## src/rtl/sram_like_arbiter_pkg.sv

```systemverilog
// Shared types for the SRAM-like IF/MEM arbiter: requester ids, lock states, default depth.
package sram_like_arbiter_pkg;
  typedef enum logic {SRC_INST = 1'b0, SRC_DATA = 1'b1} arb_src_e;
  typedef enum logic {ARB_IDLE, ARB_LOCKED} arb_lock_e;
  localparam int ARB_MAX_OUTST = 4;
endpackage

```

## src/rtl/sram_like_arbiter_order_fifo.sv

```systemverilog
// Issue-order FIFO of requester ids; one entry per accepted request still awaiting data_ok.
module arb_order_fifo
  import sram_like_arbiter_pkg::*;
#(
  parameter int DEPTH = ARB_MAX_OUTST,
  localparam int AW = $clog2(DEPTH)
) (
  input  logic         clk,
  input  logic         reset,
  input  logic         push,
  input  logic         pop,
  input  arb_src_e     din,
  output arb_src_e     head,
  output logic         full,
  output logic         empty,
  output logic [AW:0]  cnt
);
  arb_src_e         r_mem [DEPTH];
  logic [AW-1:0]    r_wptr, r_rptr;
  logic [AW:0]      r_cnt;

  // DEPTH is a power of two, so the pointers wrap by natural overflow
  always_ff @(posedge clk or posedge reset) begin
    if (reset) begin
      r_wptr <= '0;
      r_rptr <= '0;
      r_cnt  <= '0;
    end else begin
      if (push) r_wptr <= r_wptr + 1'b1;
      if (pop)  r_rptr <= r_rptr + 1'b1;
      unique case ({push, pop})
        2'b10:   r_cnt <= r_cnt + 1'b1;
        2'b01:   r_cnt <= r_cnt - 1'b1;
        default: r_cnt <= r_cnt;
      endcase
    end
  end

  always_ff @(posedge clk) begin
    if (push) r_mem[r_wptr] <= din;
  end

  assign head  = r_mem[r_rptr];
  assign full  = (r_cnt == (AW+1)'(DEPTH));
  assign empty = (r_cnt == '0);
  assign cnt   = r_cnt;
endmodule

```

## src/rtl/sram_like_arbiter.sv

```systemverilog
// Merges IF and MEM SRAM-like ports onto one master port and routes responses in issue order.
// Define SRAM_ARB_RR_EN for round-robin arbitration; otherwise DATA has fixed priority over INST.
module sram_like_arbiter
  import sram_like_arbiter_pkg::*;
#(
  parameter int MAX_OUTST = ARB_MAX_OUTST,
  parameter int ADDR_W    = 32,
  parameter int DATA_W    = 32
) (
  input  logic              clk,
  input  logic              reset,
  input  logic              inst_req,
  input  logic              inst_wr,
  input  logic [1:0]        inst_size,
  input  logic [3:0]        inst_wstrb,
  input  logic [ADDR_W-1:0] inst_addr,
  input  logic [DATA_W-1:0] inst_wdata,
  output logic              inst_addr_ok,
  output logic              inst_data_ok,
  output logic [DATA_W-1:0] inst_rdata,
  input  logic              data_req,
  input  logic              data_wr,
  input  logic [1:0]        data_size,
  input  logic [3:0]        data_wstrb,
  input  logic [ADDR_W-1:0] data_addr,
  input  logic [DATA_W-1:0] data_wdata,
  output logic              data_addr_ok,
  output logic              data_data_ok,
  output logic [DATA_W-1:0] data_rdata,
  output logic              m_req,
  output logic              m_wr,
  output logic [1:0]        m_size,
  output logic [3:0]        m_wstrb,
  output logic [ADDR_W-1:0] m_addr,
  output logic [DATA_W-1:0] m_wdata,
  input  logic              m_addr_ok,
  input  logic              m_data_ok,
  input  logic [DATA_W-1:0] m_rdata,
  output logic              err_unexp
);
  localparam int CW = $clog2(MAX_OUTST) + 1;

  arb_lock_e      r_lock;
  arb_src_e       r_lock_src;
  logic           r_err;
  arb_src_e       w_sel, w_grant, w_head;
  logic           w_src_req, w_accept, w_pop, w_full, w_empty;
  logic [CW-1:0]  w_cnt;

`ifdef SRAM_ARB_RR_EN
  arb_src_e r_rr_ptr;

  assign w_sel = (inst_req & data_req) ? r_rr_ptr : (data_req ? SRC_DATA : SRC_INST);

  always_ff @(posedge clk or posedge reset) begin
    if (reset)         r_rr_ptr <= SRC_INST;
    else if (w_accept) r_rr_ptr <= (w_grant == SRC_INST) ? SRC_DATA : SRC_INST;
  end
`else
  assign w_sel = data_req ? SRC_DATA : SRC_INST;
`endif

  // A stalled grant stays with its owner until the master takes it
  assign w_grant   = (r_lock == ARB_LOCKED) ? r_lock_src : w_sel;
  assign w_src_req = (w_grant == SRC_DATA) ? data_req : inst_req;
  assign m_req     = w_src_req & ~w_full & ~reset;
  assign w_accept  = m_req & m_addr_ok;

  assign m_wr    = (w_grant == SRC_DATA) ? data_wr    : inst_wr;
  assign m_size  = (w_grant == SRC_DATA) ? data_size  : inst_size;
  assign m_wstrb = (w_grant == SRC_DATA) ? data_wstrb : inst_wstrb;
  assign m_addr  = (w_grant == SRC_DATA) ? data_addr  : inst_addr;
  assign m_wdata = (w_grant == SRC_DATA) ? data_wdata : inst_wdata;

  assign inst_addr_ok = w_accept & (w_grant == SRC_INST);
  assign data_addr_ok = w_accept & (w_grant == SRC_DATA);

  assign w_pop        = m_data_ok & ~reset & (w_cnt != '0);
  assign inst_data_ok = w_pop & (w_head == SRC_INST);
  assign data_data_ok = w_pop & (w_head == SRC_DATA);
  assign inst_rdata   = m_rdata;
  assign data_rdata   = m_rdata;
  assign err_unexp    = r_err;

  always_ff @(posedge clk or posedge reset) begin
    if (reset) begin
      r_lock     <= ARB_IDLE;
      r_lock_src <= SRC_INST;
      r_err      <= 1'b0;
    end else begin
      unique case (r_lock)
        ARB_IDLE: if (m_req & ~m_addr_ok) begin
          r_lock     <= ARB_LOCKED;
          r_lock_src <= w_grant;
        end
        ARB_LOCKED: if (w_accept) r_lock <= ARB_IDLE;
        default: r_lock <= ARB_IDLE;
      endcase
      if (m_data_ok & w_empty) r_err <= 1'b1;
    end
  end

  arb_order_fifo #(.DEPTH(MAX_OUTST)) u_order (
    .clk   (clk),
    .reset (reset),
    .push  (w_accept),
    .pop   (w_pop),
    .din   (w_grant),
    .head  (w_head),
    .full  (w_full),
    .empty (w_empty),
    .cnt   (w_cnt)
  );
endmodule

```

## config.mk

```make
export PLATFORM = sky130hd
export DESIGN_NAME = sram_like_arbiter
export DESIGN_NICKNAME = d
export VERILOG_FILES = /design/src/rtl/sram_like_arbiter_pkg.sv /design/src/rtl/sram_like_arbiter_order_fifo.sv /design/src/rtl/sram_like_arbiter.sv
export SDC_FILE = /design/constraint.sdc
export NUM_CORES = 1
export LEC_CHECK = 0
export BUFFER_PORTS_ARGS = -buffer_cell sky130_fd_sc_hd__buf_4
export CAP_MARGIN = 20
export CORE_AREA = 2 2 126 128
export DETAILED_ROUTE_END_ITERATION = 8
export DIE_AREA = 0 0 128 130
export GPL_TIMING_DRIVEN = 1
export PLACE_DENSITY = 0.42
export SETUP_SLACK_MARGIN = 0.15
export SLEW_MARGIN = 15
export SYNTH_ARGS = -nofsm -noshare
export SYNTH_HDL_FRONTEND = slang
export SYNTH_HIERARCHICAL = 1
export SYNTH_SLANG_ARGS = --single-unit
```

## constraint.sdc

```tcl
create_clock -name clk -period 2.5 [get_ports clk]
set_input_delay 0.5 -clock clk [delete_from_list [all_inputs] [get_ports clk]]
set_output_delay 0.5 -clock clk [all_outputs]
set_load 0.05 [all_outputs]
```

Yosys cells after proc, flatten, opt, wreduce, memory -nomap -nowiden
Memory sizes are Yosys's and may differ from the RTL's.
Cells that the tools add are included.

cells by class
  add/subtract/negate cells = 4
  reduce and logical (&&, ||, !) cells = 4
  equality and inequality tests = 3
  mux-type cells = 14
  bitwise gates (word level) = 17

operators by type and width
  operator             number
  $mux 32              2
  $and 1x1->1          11
  $mux 1               8
  $not 1->1            6
  $pmux 3 s2           1
  $add 2x1->2 const B  2
  $mux 4               1
  $add 3x1->3 const B  1
  $eq 3x3->1 const B   1
  $logic_not 3->1      1
  $reduce_bool 3->1    1
  $sub 3x1->3 const B  1
  $eq 2x1->1 const B   1
  $eq 2x2->1 const B   1
  $mux 2               1
  $pmux 1 s2           1
  $reduce_and 2->1     1
  $reduce_bool 2->1    1

word-level totals
  memories = 1
  bits in registers = 10
  bits of input ports = 180
  bits in writable memories = 4
  logic and storage cells = 49

memories
  name           words  bits a word  read ports  clocked after Yosys merged registers in  write ports  line                                source
  u_order.r_mem  4      1            1           0                                        1            sram_like_arbiter_order_fifo.sv:18  arb_src_e r_mem [DEPTH];

Longest topological paths before layout
Gate-level depths: netlist of the first run.

  depth after elaboration = 8
  gate-level depth with buffers = 12
  depth with buffers taken out = 12

Cells and area by module
The synthesis of the first run kept the hierarchy.

by module, submodules not included
  module             cells each  instances  sequential area each (sq um)  area an instance (sq um)
  sram_like_arbiter  165         1          75.1                          1571.5
  arb_order_fifo     42          1          295.3                         541.8

Worst setup path after synthesis of the first run
No wires, ideal clock.

  kind = reg-to-output
  start point = register u_order.r_cnt[0], in the netlist u_order/cnt[0]
  end point = output m_req
  buffers on the path = 0
  setup slack = -138 ps
  required time = 2000 ps
  data arrival time = 2138 ps
  stages on the path, launching flop included = 5
  cell sequence = dfrtp_1 > inv_1 > and3_1 > or2_2 > a211oi_1

on the way
  cells in the longest elaborated chain, start to end = 4

ends and longest elaborated chain
  item                       line                                source
  start: declaration         sram_like_arbiter_order_fifo.sv:20  logic [AW:0] r_cnt;
  start signal: assignment   sram_like_arbiter_order_fifo.sv:32  2'b10: r_cnt <= r_cnt + 1'b1;
  start signal: assignment   sram_like_arbiter_order_fifo.sv:33  2'b01: r_cnt <= r_cnt - 1'b1;
  start signal: assignment   sram_like_arbiter_order_fifo.sv:34  default: r_cnt <= r_cnt;
  $eq 3x3->1                 sram_like_arbiter_order_fifo.sv:44  assign full = (r_cnt == (AW+1)'(DEPTH));
  named net w_full           sram_like_arbiter.sv:47             logic w_src_req, w_accept, w_pop, w_full, w_empty;
  $not 1->1                  sram_like_arbiter.sv:66             assign m_req = w_src_req & ~w_full & ~reset;
  $and 1x1->1 (2 in series)  sram_like_arbiter.sv:66
  end: declaration           sram_like_arbiter.sv:30             output logic m_req,

The timed path passes the listed nets, and every way through them passes these cells.

==> flow_summary_export.csv, run 1 <==
group,metric,value,unit
worst_setup_path,crit_path_start_kind,"flop",
sta,layout_min_cycle_time,2.307,ns
synth,synth-seq-cells,14,
synth,synth_area_leader_cell,"mux2_2",
worst_setup_path,required,2.00,ns
sta,tns,0,ns
route,via_per_inst,3.612,
cells_and_area,nets,565,
die,chipWidth,128,um
synth,synth_cells,207,
global_route,grt.total_usage,0.08507,
flow_run,cap_violations,0,
cells_and_area,final_layout_size_suffix_gt1_frac,0.8492,
global_route,grt_max_degree,31,
pwr,power.density,1209,nW/um^2
sta,period_share,0.9229,
route,finalWirelength,8463,um
global_route,gr-total-overflow,0,
synth,ys_warn_count,6,
sta,finalHoldViolations,0,
synth,ys_top_cells_by_count,"66 x buf_4, 66 x mux2_2, 11 x inv_1, 10 x dfrtp_1, 6 x mux2_1",
global_route,grt_pass1_vias,1981,
worst_setup_path,path_class,"reg -> out",
cts,root_buffer,"clkbuf_16",
cts,max-clock-path-buffers,2,
synth,synth-edff-count,4,
die,initial_core_util,0.1370,
synth,synth.area.top_cells,"mux2_2 35%, buf_4 23%, dfrtp_1 12%",
route,vias,2059,
worst_setup_path,timing.rr.start,"u_order/cnt[0]",
sta,max-slew-margin-rel,0.8150,
worst_setup_path,crit_fanout,30,
sta,fmax,433.4,MHz
cts,cts_buffers,3,
route,wire_per_inst,14.85,um
synth,async_flop_share,0.7143,
synth,syn_area,2113,sq um
die,num_rows,46,
route,first_iter_violations,53,
route,ant_nets,0,
placed_design,dp_slack,0.1331,ns
pwr,leakage,1.845,nW
cts,cts_max_level,1,
placed_design,placed_area,3528,sq um
global_route,grt_pass1_wl,10960,um
min_path,min_path_type,"in -> async",
global_route,antenna_found_initial,0,
worst_setup_path,worstSetupEndpointType,"primary output",
route,drc,0,
cells_and_area,fillers,1664,
die,die_h,130,um
placed_design,place_hpwl,7171,um
die,dieArea,16640,sq um
cts,clock-sinks,14,
sta,rsz0062_at_grt,"yes",
synth,ys_types,29,
pwr,peakVddDrop,443.7,uV
cts,insertion_delay,0.24,ns
sta,setup_ws,0.1927,ns
cts,clkTransAtPathRegs,0.04,ns
sta,skew,0.002391,ns
cells_and_area,fin_area,3767,sq um
worst_setup_path,arrival,1.81,ns
die,core,15420,sq um
synth,syn_avg_cell_area,10.21,sq um
synth,synth_ff_type,"dfrtp_1",
sta,tightest_slew,0.2749,ns
die,boundaryPins,321,
sta,setup_viol,0,
cts,postCtsHoldBufs,0,
synth,ys_seq_area_frac,0.1753,
placed_design,io_buffers,224,
route,first_pass_iters,4,
run_status,status,"complete, no violations",
cells_and_area,antennaDiodeCount,0,
placed_design,gp_congestion,0.6863,
cts,tritoncts,"built",
cells_and_area,areaGrowthSynthToFinish,78.27,%
synth,synthesis.nets,393,
synth,yosysTopAreaCellShare,0.3517,
sta,slew_viol_final,0,
## through the flow
| step | total power, W | cells | hold slack [ns] | util |
|---|---|---|---|---|
| 6_report | 0.004554 | 570 | 0.1594 | 0.2442 |
| 5_1_grt | 0.004759 | 570 | 0.1691 | 0.2442 |
| 4_1_cts | 0.004589 | 568 | 0.1568 | 0.2429 |
| 3_5_place_dp | 0.004025 | 556 | 0.4102 | 0.2287 |
| 3_3_place_gp | 0.004007 | 556 | 0.4159 | 0.2287 |
| 2_1_floorplan | 0.003332 | 207 | 0.2619 | - |
## timing repair
item / in CTS / in global routing
cloned: 1 / 0
buffers inserted: 7 / 2
pin swaps: 4 / 1
gates resized for setup: 17 / 2
setup endpoints to repair: 75 / 9
## placed cells by master, fill, tap and decap left out, drive strengths merged, types with 2 or more instances in the layout
master and count:
buf 238, edfxtp 4, clkbuf 4, dfrtp 10, mux2i 3, xnor2 2, and2 5, nor2 5
nand2 2, mux2 72, ha 5, inv 11, xor2 4
## power breakdown
| group | switching [W] | leakage, nW | internal [W] |
|---|---|---|---|
| combinational | 0.00232 | 1.66 | 0.00152 |
| sequential | 0.0000770 | 0.149 | 0.000338 |
| clock | 0.0000853 | 0.0382 | 0.000215 |
## sequential cells by signal, summed over array words and instances, names as in the netlist, named ones only
register        flops
r_lock_src          1
u_order/cnt         3
u_order/r_mem       4
u_order/r_rptr      2
err_unexp           1
u_order/r_wptr      2
## worst max-delay path, stage by stage, from the launching register on
cell	delay [ns]
dfrtp_2	0.39
mux2i_4	0.25
buf_12	0.15
buf_16	0.19
mux2_2	0.38
buf_4	0.20
## routing by layer
metal  up-vias  GRT usage  part of all wire
met5         -          0                 0
li1        982          -                 -
met2       140     0.1447              0.50
met3        12    0.02993              0.11
met4         0    0.01357            0.0077
met1       925     0.1060              0.39
## worst paths after layout
check / depth (start not counted) / slack, ns / endpoint
max in group asynchronous: 2 / 2.08 / u_order/cnt[2]
min in group clk: 1 / 0.47 / err_unexp
worst min register to register: 1 / 0.47 / err_unexp
worst max-delay path: 5 / 0.19 / m_wdata[13]
worst min-delay path: 2 / 0.16 / err_unexp
worst max register to register: 13 / 0.27 / u_order/cnt[2]
## layout make-up
type                    instances  area (sq um)  share of cell area
inverters                      11         41.29             0.01096
clock buffers                   4         78.83             0.02092
repair buffers                238          1858              0.4932
flip-flops and latches         14         372.9             0.09897
multi-input cells             111          1176              0.3122
well taps                     192         240.2             0.06377
## cells by family after synthesis
group,count (synthesis),share of synthesized area
buf+inv,82,0.2818
mux,76,0.4144
simple gates,17,0.04145
flops,14,0.1753
compound gates,6,0.02309
xor+xnor,6,0.02487
fa+ha+maj,6,0.03908
Power figures use the tool's default switching activity.
==> run 2: changes to the inputs <==
--- a/config.mk
+++ b/config.mk
@@ -5,13 +5,13 @@
 export SDC_FILE = /design/constraint.sdc
 export NUM_CORES = 1
 export LEC_CHECK = 0
-export BUFFER_PORTS_ARGS = -buffer_cell sky130_fd_sc_hd__buf_4
 export CAP_MARGIN = 20
-export CORE_AREA = 2 2 126 128
+export CORE_AREA = 2 2 124 126
 export DETAILED_ROUTE_END_ITERATION = 8
-export DIE_AREA = 0 0 128 130
+export DIE_AREA = 0 0 126 128
+export DONT_BUFFER_PORTS = 1
 export GPL_TIMING_DRIVEN = 1
-export PLACE_DENSITY = 0.42
+export PLACE_DENSITY = 0.3
 export SETUP_SLACK_MARGIN = 0.15
 export SLEW_MARGIN = 15
 export SYNTH_ARGS = -nofsm -noshare
==> constraint.sdc (replaced) <==
create_clock -name clk -period 2.6 [get_ports clk]
set_input_delay 0.52 -clock clk [delete_from_list [all_inputs] [get_ports clk]]
set_output_delay 0.52 -clock clk [all_outputs]
set_load 0.05 [all_outputs]
==> flow_summary_export.csv, run 2 (synthesis gave the netlist of run 1 again) <==
group,metric,value,unit
route,ant_nets,0,
pwr,leakage,0.7451,nW
cells_and_area,largest_register_ffs,4,
cells_and_area,top_register,"u_order/r_mem",
pwr,power.total,0.003472,W
sta,tightest_slew,0.4955,ns
die,num_rows,45,
cells_and_area,final_layout_size_suffix_gt1_frac,0.6159,
sta,rsz0062_at_grt,"yes",
route,drc,0,
sta,fmax,423.4,MHz
placed_design,gp_congestion,0.6781,
sta,finalHoldViolations,0,
worst_setup_path,timing.rr.start,"u_order/cnt[0]",
worst_setup_path,arrival,1.84,ns
worst_setup_path,cp_slowest_stage_delay,0.51,ns
placed_design,dp_cells,332,
cells_and_area,final_common_cell,"mux2_2",
flow_run,cap_violations,0,
die,core,14860,sq um
route,first_pass_iters,3,
pwr,peakVddDrop,497.9,uV
cts,clkTransAtPathRegs,0.05,ns
die,die_h,128,um
worst_setup_path,crit_path_start_kind,"flop",
sta,slew_viol_final,0,
placed_design,place_hpwl,5586,um
worst_setup_path,r2r.worst_path.cells,12,
global_route,grt_max_degree,45,
route,finalWirelength,6236,um
worst_setup_path,path_cells,"mux2i_4 -> buf_12 -> mux2_2",
cts,root_buffer,"clkbuf_16",
min_path,min_path_type,"in -> async",
cells_and_area,stdcell_count,339,
cts,insertion_delay,0.24,ns
cells_and_area,nets,338,
sta,tns,0,ns
cells_and_area,multiInputGateArea,1160,sq um
worst_setup_path,required,2.08,ns
placed_design,io_buffers,0,
die,initial_core_util,0.1422,
route,first_iter_violations,14,
run_status,status,"complete, no violations",
cts,clock-sinks,14,
worst_setup_path,worstSetupEndpointType,"primary output",
route,wire_per_inst,18.40,um
sta,skew,0.0006845,ns
route,via_per_inst,3.646,
cells_and_area,areaGrowthSynthToFinish,-5.388,%
cts,postCtsHoldBufs,0,
die,chipWidth,126,um
sta,period_share,0.9083,
worst_setup_path,crit_fanout,44,
die,dieArea,16130,sq um
worst_setup_path,path_class,"reg -> out",
cts,tritoncts,"built",
global_route,grt_pass1_wl,7369,um
die,boundaryPins,321,
cts,cts_max_level,1,
cts,cts_buffers,3,
cells_and_area,antennaDiodeCount,0,
global_route,grt.total_usage,0.06319,
global_route,antenna_found_initial,0,
route,vias,1236,
cells_and_area,regArea,370.4,sq um
sta,layout_min_cycle_time,2.362,ns
worst_setup_path,worstSetupEndpoint,"m_wdata[11]",
cells_and_area,mostFrequentLayoutCells,"72 x mux2_2, 10 x inv_1, 10 x dfrtp_1, 6 x buf_4",
pwr,power.density,1736,nW/um^2
worst_setup_path,slowest_stage,"mux2_2",
cts,max-clock-path-buffers,2,
worst_setup_path,ff2ff_setup_slack,0.38,ns
worst_setup_path,rr_endpoint,"u_order/cnt[2]",
global_route,grt_pass1_vias,1175,
global_route,gr-total-overflow,0,
sta,setup_viol,0,
cells_and_area,fillers,1689,
sta,max-slew-margin-rel,0.6719,
-- run 2: through the flow --
step / hold WS [ns] / area [sq um] / setup slack [ns] / utilization
global placement: 0.3290 / 1872 / 0.1631 / 0.1259
floorplan: 0.2819 / 2118 / 0.03311 / -
finish: 0.05494 / 1999 / 0.2384 / 0.1345
global route: 0.05397 / 1999 / 0.1406 / 0.1345
detailed placement: 0.3129 / 1872 / 0.1423 / 0.1259
CTS: 0.05588 / 1984 / 0.1507 / 0.1335
-- run 2: critical path: cells and delay by family (launching register included) --
family / cells / cell delay, ns
buffers and inverters: 1 / 0.26
DFF: 1 / 0.48
muxes: 2 / 0.84
-- run 2: power breakdown --
group	total [W]	leakage, nW	internal, W	switching (W)
sequential	0.000433	0.151	0.000322	0.000112
combinational	0.00275	0.556	0.000746	0.00200
clock	0.000291	0.0382	0.000207	0.0000845
total	0.00347	0.745	0.00127	0.00220
-- run 2: cell type report --
class / instances / share of cell area
Clock buffer: 4 / 0.03942
Inverter: 11 / 0.02065
Multi-Input combinational cell: 111 / 0.5801
Sequential cell: 14 / 0.1852
Tap cell: 188 / 0.1176
Timing Repair Buffer: 11 / 0.05695
-- run 2: repair_timing --
action,in CTS,in global routing
resized for setup,6,9
endpoints found under the setup margin,31,35
setup buffers,2,1
gates cloned,0,0
pin swaps,1,0
-- run 2: worst min-delay path by stage --
| stage | start | endpoint | depth (start not counted) |
|---|---|---|---|
| finish | reset | err_unexp | 1 |
| global route | reset | err_unexp | 1 |
| CTS | reset | err_unexp | 1 |
| detailed placement | reset | err_unexp | 1 |
| global placement | reset | err_unexp | 1 |
| floorplan | reset | asynchronous set/reset pin | 1 |
-- run 2: metal layers --
| layer | global-route usage | vias to the layer above | share of wire |
|---|---|---|---|
| met5 | 0 | - | 0 |
| met4 | 0.01487 | 0 | 0.014 |
| met3 | 0.02629 | 21 | 0.12 |
| met2 | 0.1126 | 132 | 0.52 |
| met1 | 0.07013 | 553 | 0.35 |
| li1 | - | 530 | - |
